<file path="src/rtl/gate_pkg.sv">
// Shared op encodings for the multi-input gate pipeline.
// Codes above OP_XNOR are reserved and yield an all-zero result.
package gate_pkg;

    localparam int OP_W = 3;

    typedef enum logic [OP_W-1:0] {
        OP_AND  = 3'd0,
        OP_OR   = 3'd1,
        OP_XOR  = 3'd2,
        OP_NAND = 3'd3,
        OP_NOR  = 3'd4,
        OP_XNOR = 3'd5
    } gate_op_e;

    function automatic logic op_reserved(input logic [OP_W-1:0] op);
        return (op > OP_XNOR);
    endfunction

endpackage

</file>
<file path="src/rtl/gate_reduce.sv">
// Combinational bitwise reduction of NrOfInputs operands under a selectable gate.
// Reserved op codes produce zero.
module gate_reduce
    import gate_pkg::*;
#(
    parameter int NrOfBits   = 1,
    parameter int NrOfInputs = 2
) (
    input  logic [NrOfInputs*NrOfBits-1:0] operands,
    input  logic [OP_W-1:0]                op,
    output logic [NrOfBits-1:0]            result
);

    logic [NrOfBits-1:0] and_chain [NrOfInputs];
    logic [NrOfBits-1:0] or_chain  [NrOfInputs];
    logic [NrOfBits-1:0] xor_chain [NrOfInputs];

    assign and_chain[0] = operands[0 +: NrOfBits];
    assign or_chain[0]  = operands[0 +: NrOfBits];
    assign xor_chain[0] = operands[0 +: NrOfBits];

    // Running reductions; the last element of each chain is the full result.
    genvar gi;
    generate
        for (gi = 1; gi < NrOfInputs; gi++) begin : g_chain
            assign and_chain[gi] = and_chain[gi-1] & operands[gi*NrOfBits +: NrOfBits];
            assign or_chain[gi]  = or_chain[gi-1]  | operands[gi*NrOfBits +: NrOfBits];
            assign xor_chain[gi] = xor_chain[gi-1] ^ operands[gi*NrOfBits +: NrOfBits];
        end
    endgenerate

    always_comb begin
        result = '0;
        case (op)
            OP_AND:  result =  and_chain[NrOfInputs-1];
            OP_OR:   result =  or_chain[NrOfInputs-1];
            OP_XOR:  result =  xor_chain[NrOfInputs-1];
            OP_NAND: result = ~and_chain[NrOfInputs-1];
            OP_NOR:  result = ~or_chain[NrOfInputs-1];
            OP_XNOR: result = ~xor_chain[NrOfInputs-1];
            default: result = '0;
        endcase
    end

endmodule

</file>
<file path="src/rtl/multi_gate_pipe.sv">
// Two-stage valid/ready pipeline: S1 registers bubble-inverted operands, S2 registers the gate result.
// Define GATE_PIPE_STATS_EN to add the 16-bit Beat_Count output-transfer counter.
module multi_gate_pipe
    import gate_pkg::*;
#(
    parameter int                    NrOfBits    = 1,
    parameter int                    NrOfInputs  = 2,
    parameter logic [NrOfInputs-1:0] BubblesMask = '0
) (
    input  logic                           clock,
    input  logic                           reset,
    input  logic [NrOfInputs*NrOfBits-1:0] In_Data,
    input  logic [OP_W-1:0]                In_Op,
    input  logic                           In_Valid,
    output logic                           In_Ready,
    output logic [NrOfBits-1:0]            Out_Data,
    output logic                           Out_Valid,
    input  logic                           Out_Ready,
    output logic                           Op_Error
`ifdef GATE_PIPE_STATS_EN
    ,
    output logic [15:0]                    Beat_Count
`endif
);

    logic                           s1_valid_reg;
    logic [NrOfInputs*NrOfBits-1:0] s1_data_reg;
    logic [OP_W-1:0]                s1_op_reg;
    logic                           out_valid_reg;
    logic [NrOfBits-1:0]            out_data_reg;
    logic                           op_error_reg;

    logic                           s2_free;
    logic                           accept;
    logic [NrOfInputs*NrOfBits-1:0] bubbled_next;
    logic [NrOfBits-1:0]            reduce_result;

    assign s2_free  = !out_valid_reg || Out_Ready;
    assign In_Ready = !reset && (!s1_valid_reg || s2_free);
    assign accept   = In_Valid && In_Ready;

    genvar gi;
    generate
        for (gi = 0; gi < NrOfInputs; gi++) begin : g_bubble
            assign bubbled_next[gi*NrOfBits +: NrOfBits] =
                In_Data[gi*NrOfBits +: NrOfBits] ^ {NrOfBits{BubblesMask[gi]}};
        end
    endgenerate

    gate_reduce #(
        .NrOfBits   (NrOfBits),
        .NrOfInputs (NrOfInputs)
    ) u_reduce (
        .operands (s1_data_reg),
        .op       (s1_op_reg),
        .result   (reduce_result)
    );

    // S1 can only accept while stalled if it is empty, so loading never overwrites a held beat.
    always_ff @(posedge clock) begin
        if (reset) begin
            s1_valid_reg  <= 1'b0;
            s1_data_reg   <= '0;
            s1_op_reg     <= '0;
            out_valid_reg <= 1'b0;
            out_data_reg  <= '0;
            op_error_reg  <= 1'b0;
        end else begin
            if (s2_free) begin
                out_valid_reg <= s1_valid_reg;
                if (s1_valid_reg) begin
                    out_data_reg <= reduce_result;
                end
            end
            if (accept) begin
                s1_valid_reg <= 1'b1;
                s1_data_reg  <= bubbled_next;
                s1_op_reg    <= In_Op;
                if (op_reserved(In_Op)) begin
                    op_error_reg <= 1'b1;
                end
            end else if (s2_free) begin
                s1_valid_reg <= 1'b0;
            end
        end
    end

    assign Out_Valid = out_valid_reg;
    assign Out_Data  = out_data_reg;
    assign Op_Error  = op_error_reg;

`ifdef GATE_PIPE_STATS_EN
    logic [15:0] beat_count_reg;

    always_ff @(posedge clock) begin
        if (reset) begin
            beat_count_reg <= '0;
        end else if (out_valid_reg && Out_Ready) begin
            beat_count_reg <= beat_count_reg + 16'd1;
        end
    end

    assign Beat_Count = beat_count_reg;
`endif

endmodule

</file>
<file path="config.mk">
export PLATFORM = sky130hd
export DESIGN_NAME = multi_gate_pipe
export DESIGN_NICKNAME = d
export VERILOG_FILES = /design/src/rtl/gate_pkg.sv /design/src/rtl/gate_reduce.sv /design/src/rtl/multi_gate_pipe.sv
export SDC_FILE = /design/constraint.sdc
export NUM_CORES = 1
export LEC_CHECK = 0
export ABC_AREA = 1
export CORE_AREA = 3 3 40 42
export CTS_BUF_LIST = sky130_fd_sc_hd__clkbuf_4 sky130_fd_sc_hd__clkbuf_8
export DETAILED_ROUTE_END_ITERATION = 6
export DIE_AREA = 0 0 43 45
export DONT_BUFFER_PORTS = 1
export PLACE_DENSITY = 0.55
export SLEW_MARGIN = 25
export SYNTH_ARGS = -nofsm -noshare
export SYNTH_HDL_FRONTEND = slang
export SYNTH_HIERARCHICAL = 1
export SYNTH_SLANG_ARGS = --single-unit
</file>
<file path="constraint.sdc">
create_clock -name clock -period 1.4 [get_ports clock]
set_input_delay 0.07 -clock clock [delete_from_list [all_inputs] [get_ports clock]]
set_output_delay 0.07 -clock clock [all_outputs]
set_load 0.01 [all_outputs]
</file>
# Word level (Yosys, flattened, before mapping)
# Index checks and enable logic that the tools add are counted.
# word_totals
out_inout_bits	4
memories	0
reg_bits	9
ramBits	0
rom_bits	0
latchBits	0
# classes
n_eq_ne	5
div_mod_pow	0
mux	3
bitwise_logic	6
n_mul	0
shift	0
n_reduce_logical	11
addsub	0
n_lt_le_gt_ge	1
# op_table
op	count
equality test 3 x 2 -> 1 bit, second input constant	2
equality test 3 bit, second input constant	2
case mux 1 bit (6 select lines)	1
AND reduction 2 bit	2
equality test 3 x 1 -> 1 bit, second input constant	1
greater-than comparator 3 bit, second input constant	1
logical NOT 1 bit	3
logical NOT 3 bit	1
NOT 1 bit	3
logical AND 1 bit	2
logical OR 1 bit	2
two-way mux 1 bit	2
nonzero test 2 bit	1
bitwise AND 1 bit	1
bitwise OR 1 bit	1
XOR 1 bit	1

# Depth between registers and ports, before layout
# depth
ltp_word	6
ltp_mapped	10

# Hierarchy
# The synthesis kept the hierarchy.
# by_module_without_submodules
mod	cells_each	area_per_inst_um2	instances	seq_area_each_um2
multi_gate_pipe	42	349.1	1	180.2
gate_reduce	26	122.6	1	0.0

# Worst setup path after synthesis
# OpenSTA, ideal clock, no wires.
# synth_timing
path_type	register -> register
startpoint	register s1_data_reg[0]
endpoint	register out_data_reg (netlist: Out_Data)
arrival_time_ns	1.104
slack_ns	0.227
path_buffers	0
t_required_ns	1.330
path_stages_with_launch	10
period_less_slack_ns	1.173
setup_ns	0.070
path_cell_list	dfxtp_1 -> inv_1 -> ha_1 -> nand2_1 -> nand3_1 -> nand2_1 -> inv_1 -> nand2_1 -> nand3_1 -> a21oi_1
# synth_between
elab_chain_len	3
# synth_rtl
item	line_no	source
start: declaration	multi_gate_pipe.sv:27	logic [NrOfInputs*NrOfBits-1:0] s1_data_reg;
start signal: assignment	multi_gate_pipe.sv:77	s1_data_reg <= bubbled_next;
XOR 1 bit (tied with other cells)	gate_reduce.sv:28	assign xor_chain[gi] = xor_chain[gi-1] ^ operands[gi*NrOfBits +: NrOfBits];
NOT 1 bit, on equally long branches	gate_reduce.sv:40, gate_reduce.sv:38, gate_reduce.sv:39	
case mux 1 bit (6 select lines) (*)	gate_reduce.sv:34	case (op)
net reduce_result	multi_gate_pipe.sv:36	logic [NrOfBits-1:0] reduce_result;
end signal: assignment	multi_gate_pipe.sv:72	out_data_reg <= reduce_result;
end: declaration	multi_gate_pipe.sv:30	logic [NrOfBits-1:0] out_data_reg;
# Mark *: on every way through the listed nets, which the timed path passes. The rest lies on a longest branch.
# A chain may end at the register's enable or synchronous reset.

# Worst setup path after layout
# Same ends and word-level chain as after synthesis.

==> metrics.txt <==
status=finished, final reports clean; Syn Nets=about 80; unrepaired setup endpoints after global routing=no; Reg2Reg Depth=9; drt wl/cell=9.34 microns; Clk pin slew, worst setup/hold paths=0.06 ns; first-pass GRT wire length=1.50 mm; post-route ant nets=0; area share of the largest cell type after synthesis=about two fifths; Pint=437 uW; Leak=0.000281 uW; clk root buf=clkbuf_4; commonest non-fill, non-tap cells in the layout=16 x nand2_1, 13 x nand3_1, 11 x inv_1; Die W=43 microns; Data arrival, critical path=1.45 ns; CTS H-tree depth=1; Die Footprint=0.00194 sq mm; I/O Buffers=0; largest net degree at the start of global routing=9; top cells by area, synth=dfxtp_1 38%, nand3_1 14%, nand2_1 13%, inv_1 8.8%, a21oi_1 5.3%; core area=0.00128 sq mm; CTS Buffer Depth=2; Sw Ratio=25.4%; Switching Power=roughly 150 uW; flop and latch count out of synthesis=9; detailed placement HPWL=655 microns; post-route minimum period=between 1 and 1.5 ns; crit path cell chain=inv_1, ha_1, nand2_1, nand3_1, nand2_1, inv_1, nand2_1, nand3_1, a21oi_1; vias in the first global route=380; part of the power in registers=48.6%; max-cap viol count=0; Max VDD drop=approximately 0.0004 V; Setup WS pre-CTS=0.133 ns; worst-path fanout max=3; GRT Total Usage=11.2%; drt pass-1 iters=4; Hold Path Cell Cnt=2; cell at the slowest stage of the critical path=dfxtp_2; post-CTS setup buffer count=0; post-route DRC violation count=0; Fin Hold WS=0.0178 ns; yosys warns=6; Cells after Synth=68; transition time of the tightest slew-check pin=around 0.21 ns; crit end category=flip-flop; Fmax achieved=approximately 800 MHz; most used cell, CP=nand2_1; io pins=13; CTS tree=built; Critical R2R Capture=Out_Data$_SDFFE_PP0P_; critical path class=flip-flop to flip-flop; worst hold path class=input pin to flip-flop; Worst Setup SP=s1_data_reg[0]$_SDFFE_PP0P_; Worst path max stage delay=0.34 ns; DR vias=about 440; worst skew pair latency=about 0.26 ns; Final Core Density=46.2%; gpl congestion=0.677; global route overflow=0; commonest non-fill, non-tap cell in the layout=nand2_1; ant diodes=0; Final Hold Vio Count=0; last element of the critical path=Out_Data$_SDFFE_PP0P_; Layout area overhead=25.7%; Worst slew margin=a little under nine tenths; Startpoint Class=flip-flop; antenna violations before repair=0; # setup viols final=0; CTS Sinks=9; Worst R2R Start=s1_data_reg[0]$_SDFFE_PP0P_; row count=13; fin worst setup slack=0.151 ns; Final Skew=roughly 0.0017 ns; post-synthesis sequential area ratio=38.2%; Period Utilization, post-route=around nine tenths; combinational fraction of design power=13.6%; max reg flops=3; fin. max-slew vios=0; Fin Setup TNS=0 ns; Chip Height=around 45 microns; flop2flop setup slack=between 0.15 and 0.2 ns; Post-Syn Area per Cell=6.94 sq um; CTS buffer count=3; Synth area leader=dfxtp_1; Net count, final=91; DRT iter0 DRCs=8; DR vias/cell=between 4 and 5; Starting Density=between 30% and 40%; clock share of power=37.8%; mapped cell area=~470 sq um; data required time of the critical path=1.60 ns; power per cell area=989 mW/mm^2; Total Wirelength=878 microns; Unique masters post-synth=13; share of layout cells above drive strength 1=16.5%
## worst max-delay path, delay by kind of cell, from the launching register on
family          cells  cell delay, ns
buf+inv             2            0.09
fa+ha+maj           1            0.29
flops               1            0.34
simple gates        5            0.33
compound gates      1            0.14
## worst min-delay path by stage
stage / endpoint / startpoint / slack (ns)
floorplan: Op_Error$_SDFFE_PP0P_ / reset / 0.14
global placement: s1_op_reg[2]$_SDFFE_PP0P_ / reset / 0.14
detailed placement: Out_Valid$_SDFFE_PP0P_ / reset / 0.14
CTS: s1_valid_reg$_SDFFE_PP0P_ / In_Valid / 0.007
global route: s1_valid_reg$_SDFFE_PP0P_ / In_Valid / 0.007
finish: s1_valid_reg$_SDFFE_PP0P_ / In_Valid / 0.02
## metrics by stage
stage	instance area (sq um)	power, uW	instances
finish	593	587	94
floorplan	472	340	68
global route	593	624	94
global placement	490	351	83
detailed placement	490	351	83
CTS	591	596	94
## repair_timing
action | CTS | global route
endpoints found under the setup margin | 0 | 1
hold endpoints to repair | 9 | 0
hold buffers | 7 | 0
resized for setup | 0 | 2
## power groups by stage
| stage | registers [uW] | logic [uW] | clock network, uW |
|---|---|---|---|
| after CTS | 284 | 80.5 | 231 |
| after detailed placement | 290 | 60.9 | 0 |
| after global routing | 287 | 92.6 | 245 |
| after floorplan | 287 | 52.9 | 0 |
| after global placement | 290 | 60.8 | 0 |
| final | 285 | 79.8 | 222 |
## cell type report
type / instances / area, sq um
well taps: 15 / 18.8
multi-input cells: 45 / 239
fillers: 138 / 692
repair buffers: 7 / 70.1
inverters: 14 / 52.6
flip-flops and latches: 9 / 183
clock buffers: 4 / 30.0
## cells in the mapped netlist
master	count
nand3_4	1
ha_1	2
inv_2	3
nand2_2	1
a21oi_1	5
nand4_1	2
nand2_1	16
nor2_2	1
inv_1	11
dfxtp_1	9
nor2_1	3
nand3_2	1
nand3_1	13
## cell families (layout without fill, tap and decap cells)
kind of cell    Yosys count  after routing  synth area share (%)
simple gates             38             38                  40.1
fa+ha+maj                 2              2                  5.30
buf+inv                  14             25                  11.1
compound gates            5              5                  5.30
flops                     9              9                  38.2
## routing by layer
metal / vias to the layer above / global-route usage [%] / part of all wire (%)
li1: 239 / - / -
met1: 183 / 12.1 / 47
met2: 10 / 16.2 / 43
met3: 5 / 3.59 / 5.1
met4: 0 / 12.7 / 4.8
met5: - / 0 / 0
Power figures use the tool's default switching activity.
